<file path="config.mk">
export PLATFORM = sky130hd
export DESIGN_NAME = mem_trace_fifo
export DESIGN_NICKNAME = d
export VERILOG_FILES = /design/src/rtl/mem_trace_fifo.sv
export SDC_FILE = /design/constraint.sdc
export NUM_CORES = 1
export LEC_CHECK = 0
export ABC_CLOCK_PERIOD_IN_PS = 7030
export CORE_ASPECT_RATIO = 0.5
export CORE_MARGIN = 5
export CORE_UTILIZATION = 61
export CTS_CLUSTER_DIAMETER = 60
export DETAILED_ROUTE_END_ITERATION = 16
export GPL_TIMING_DRIVEN = 1
export PLACE_DENSITY = 0.79
export REMOVE_ABC_BUFFERS = 1
export SYNTH_ARGS = -nofsm -noshare
export SYNTH_HDL_FRONTEND = slang
export SYNTH_SLANG_ARGS = --single-unit
</file>
<file path="constraint.sdc">
create_clock -name clk -period 7.03 [get_ports clk]
set_clock_uncertainty 0.1 [all_clocks]
set_input_delay 1.406 -clock clk [delete_from_list [all_inputs] [get_ports clk]]
set_output_delay 1.406 -clock clk [all_outputs]
set_load 0.01 [all_outputs]
</file>
<file path="src/rtl/mem_trace_fifo.sv">
// Memory-access trace FIFO: captures completed bus accesses with a sequence
// number and presents them to a consumer through a valid/ready head port.
// Latency: a capture is visible at the head one cycle after its event cycle,
// with no bypass. Backpressure: when the FIFO is full and the head is not
// popped in the same cycle, the capture is dropped. It still consumes a
// sequence number, bumps the saturating drop_cnt and sets the sticky ovf.
//
// Ports:
//   clk, reset          - single clock; synchronous active-high reset
//   cap_en, bus_stb     - capture event when both are high
//   bus_we/addr/data    - access fields sampled in the event cycle
//   tr_valid/tr_ready   - head handshake; pop = tr_valid & tr_ready
//   tr_addr/data/we/seq - head entry fields
//   level               - current occupancy (0..DEPTH)
//   drop_cnt, ovf       - drop statistics; clr_ovf clears both
module mem_trace_fifo #(
  parameter int DEPTH = 16,
  parameter int AW    = 32,
  parameter int DW    = 32
) (
  input  logic                       clk,
  input  logic                       reset,
  input  logic                       cap_en,
  input  logic                       bus_stb,
  input  logic [3:0]                 bus_we,
  input  logic [AW-1:0]              bus_addr,
  input  logic [DW-1:0]              bus_data,
  output logic                       tr_valid,
  input  logic                       tr_ready,
  output logic [AW-1:0]              tr_addr,
  output logic [DW-1:0]              tr_data,
  output logic [3:0]                 tr_we,
  output logic [15:0]                tr_seq,
  output logic [$clog2(DEPTH):0]     level,
  output logic [15:0]                drop_cnt,
  output logic                       ovf,
  input  logic                       clr_ovf
);

  localparam int PW = $clog2(DEPTH);
  localparam int LW = PW + 1;
  localparam logic [LW-1:0] FULL = LW'(DEPTH);

  typedef struct packed {
    logic [AW-1:0] addr;
    logic [DW-1:0] data;
    logic [3:0]    we;
    logic [15:0]   seq;
  } entry_t;

  entry_t        mem [DEPTH];
  logic [PW-1:0] wr_ptr;
  logic [PW-1:0] rd_ptr;
  logic [15:0]   seq_cnt;
  entry_t        head;

  logic cap;
  logic pop;
  logic push;
  logic drop;

  assign cap  = bus_stb & cap_en;
  assign pop  = tr_valid & tr_ready;
  // A full FIFO still accepts a push when the head leaves in the same cycle.
  assign push = cap & ((level != FULL) | pop);
  assign drop = cap & ~push;

  assign tr_valid = (level != '0);
  assign head     = mem[rd_ptr];
  assign tr_addr  = head.addr;
  assign tr_data  = head.data;
  assign tr_we    = head.we;
  assign tr_seq   = head.seq;

  // Storage carries no reset; stale slots are unreachable once pointers reset.
  always_ff @(posedge clk) begin
    if (push && !reset) begin
      mem[wr_ptr] <= '{addr: bus_addr, data: bus_data, we: bus_we, seq: seq_cnt};
    end
  end

  always_ff @(posedge clk) begin
    if (reset) begin
      wr_ptr   <= '0;
      rd_ptr   <= '0;
      level    <= '0;
      seq_cnt  <= '0;
      drop_cnt <= '0;
      ovf      <= 1'b0;
    end else begin
      // Pointers are exactly PW bits wide, so they wrap modulo DEPTH.
      if (push) wr_ptr <= wr_ptr + 1'b1;
      if (pop)  rd_ptr <= rd_ptr + 1'b1;

      if (push && !pop)      level <= level + 1'b1;
      else if (pop && !push) level <= level - 1'b1;

      // Every capture event spends a sequence number, stored or dropped.
      if (cap) seq_cnt <= seq_cnt + 16'd1;

      // A drop in the same cycle as clr_ovf wins: the count restarts at 1.
      if (drop) begin
        ovf <= 1'b1;
        if (clr_ovf)                   drop_cnt <= 16'd1;
        else if (drop_cnt != 16'hFFFF) drop_cnt <= drop_cnt + 16'd1;
      end else if (clr_ovf) begin
        ovf      <= 1'b0;
        drop_cnt <= '0;
      end
    end
  end

endmodule
</file>
==> results.json <==
{
  "synth_edf_count": 1344,
  "cp-start-kind": "flop",
  "ant_nets": 0,
  "synth_cells": 2161,
  "hp-class": "reg2reg",
  "syn-cell-area_sq_um": 52800,
  "power_density_nw_per_um2": 326,
  "cp.required_ps": 5520,
  "htreeDepth": 3,
  "num_vias": 25700,
  "synth-async-reset-ratio_pct": 0,
  "p_comb_share_pct": 18.4,
  "grt_pass1_vias": 27100,
  "wl_um": 134000,
  "cts.clk_slew.worst_paths_ps": 70,
  "numCtsBuffers": 115,
  "setup_viol": 0,
  "drive_above_1_share_pct": 26.8,
  "pwr-share-seq_pct": 47.2,
  "start_util_pct": 61.5,
  "drt_iter0_drc": 3795,
  "crit_arrival_ps": 3940,
  "synth_cell_types": 48,
  "rr_worst_depth": 5,
  "cp_num_cells": 4,
  "yosys.cell_count.top_type": "edfxtp_1",
  "path_common_cell": "mux4_2",
  "synth_commonest_cells": "1344 x edfxtp_1, 420 x mux4_2, 55 x clkbuf_1, 50 x dfxtp_1, 50 x nor2_1",
  "maxClockFrequency_mhz": 184,
  "fill_cells": 4584,
  "std_cell_rows": 76,
  "dieWidth_um": 426,
  "power_leakage_nw": 18.5,
  "fin_area_sq_um": 60300,
  "status": "finished, final reports clean",
  "port_buffers": 180,
  "swShare_pct": 24.9,
  "place_ws_ps": 2090,
  "synth_top_area_cell": "edfxtp_1",
  "crit_buf_inv": 2,
  "timing.max_slew.rel_slack_pct": 18.1,
  "finalNonFillerCells": 3674,
  "yosys_register_bits": 1394,
  "min_path_cells": 2,
  "cp_max_fo": 38,
  "ys_seq_area_share_pct": 78.3,
  "die_h_um": 218,
  "grt_pass1_wl_um": 195000,
  "whs_ps": 381,
  "finalCritPeriodShare_pct": 77.5,
  "syn_to_final_growth_pct": 14.1,
  "core_area_sq_um": 86000,
  "worstSetupPathType": "reg2out",
  "grt_max_degree": 108,
  "slowest_delay_ps": 910,
  "p_switching_mw": 4.90,
  "cap_violations": 0,
  "cts_hold_buffers": 0,
  "setup_ws_ps": 1580,
  "die_area_sq_um": 93000,
  "insertion_delay_ps": 720,
  "rsz0062_at_grt": "false",
  "antenna_found_initial": 9,
  "drv_slew": 0,
  "first_pass_iters": 6,
  "end_kind": "primary output",
  "crit_chain": "buf_4 > mux4_2 > mux4_2 > clkdlybuf4s50_1",
  "power.internal_mw": 14.7,
  "clkSinkCount": 1394,
  "timing.final.hold_violations": 0,
  "gp_congestion": 0.754,
  "synth_ff_type": "edfxtp_1",
  "ctsRootBufferMaster": "clkbuf_16",
  "postLayoutCoreUtil_pct": 70.1,
  "post_cts_resized": 0,
  "fin_nets": 2485,
  "clock_power_share_pct": 34.4,
  "dp_cells": 3452,
  "synth.yosys.warnings": 0,
  "ys_top_cells_by_area": "edfxtp_1 76%, mux4_2 18%, dfxtp_1 1.9%",
  "synth.avg_cell_area_sq_um": 24.5,
  "finalCriticalPeriod_ps": 5450,
  "drc": 0,
  "postCtsSetupBuffers": 0,
  "peakVddDrop_mv": 0.236,
  "crit_slowest_cell": "dfxtp_4",
  "io_pins": 181,
  "dp_hpwl_um": 55200,
  "crit_family": "buffers and inverters",
  "worst_slew_pin_slew_ps": 1230,
  "drt-wirelength-per-cell_um": 36.5,
  "dpl_cell_area_sq_um": 56400,
  "synth_top_cell_area_share_pct": 76.4,
  "clockBufferDepth": 3,
  "grt_overflow": 0,
  "cts_tree": "done",
  "track_usage_pct": 29.7,
  "viasPerCell": 7.00
}
[cells by family after synthesis]
family	after synthesis	synth area share (%)
flops	1394	78.3
simple gates	141	1.38
mux	432	18.1
fa+ha+maj	12	0.298
compound gates	49	0.620
buf+inv	113	0.964
xor+xnor	20	0.332
[sequential cells by signal, summed over array words and instances, names as in the netlist, named ones only]
signal	count
mem	1344
drop_cnt	16
seq_cnt	16
level	5
rd_ptr	4
wr_ptr	4
ovf	1
[metrics by stage]
step                power [mW]  setup TNS, ps
floorplan                 12.2        -783710
global placement          12.9              0
detailed placement        13.0              0
CTS                       19.7              0
global route              20.3              0
finish                    19.6              0
[placed cells by master, fill, tap and decap left out, types with 8 or more instances in the layout]
master,n
edfxtp_1,1344
mux4_2,420
clkdlybuf4s50_1,180
clkbuf_16,118
dfxtp_1,46
nor2_1,34
buf_12,25
nand2_1,24
clkinv_2,24
clkinv_1,21
buf_4,20
clkbuf_1,18
nor2_4,16
nand3_1,16
bufinv_16,14
a21oi_1,13
xnor2_1,12
ha_1,11
clkinvlp_4,11
mux2i_1,10
inv_1,9
diode_2,8
or3_1,8
o21ai_0,8
xor2_1,8
[tightest hold or removal path: stages, from the launching register on]
cell and delay (ps):
dfxtp_1 320, nand2b_1 60, a21oi_1 50
[power groups by stage]
stage	clock [mW]	sequential [mW]	combinational, mW
finish	6.75	9.27	3.62
global route	7.19	9.28	3.84
CTS	6.80	9.27	3.66
detailed placement	0	9.45	3.53
global placement	0	9.45	3.48
floorplan	0	9.74	2.46
[final timing paths]
check	startpoint	endpoint	slack [ps]
worst max-delay path	flop	tr_data[30]	1580
worst max register to register	level[0]$_SDFFE_PP0P_	mem[10][1]$_DFFE_PP_	3540
worst min register to register	ovf$_SDFFE_PP0P_	ovf$_SDFFE_PP0P_	380
worst min-delay path	ovf$_SDFFE_PP0P_	ovf$_SDFFE_PP0P_	380
[final cells by class]
cell class / instances / area, sq um / share of cell area, %
antenna: 8 / 20.0 / 0.0332
clock buffer: 139 / 3060 / 5.08
clock inverter: 75 / 776 / 1.29
inverter: 9 / 33.8 / 0.0560
multi-input combinational: 654 / 11100 / 18.4
sequential: 1394 / 41400 / 68.6
tap: 1170 / 1460 / 2.43
timing repair buffer: 225 / 2450 / 4.07
[routing by layer]
metal	GRT usage (%)	vias up	share of wire [%]
met5	0	-	0.0052
met4	11.4	2	3.7
met3	6.65	322	11
met2	48.6	2095	51
met1	40.1	13500	35
li1	-	9829	-
Note: power is estimated with default switching activity, not from simulation.
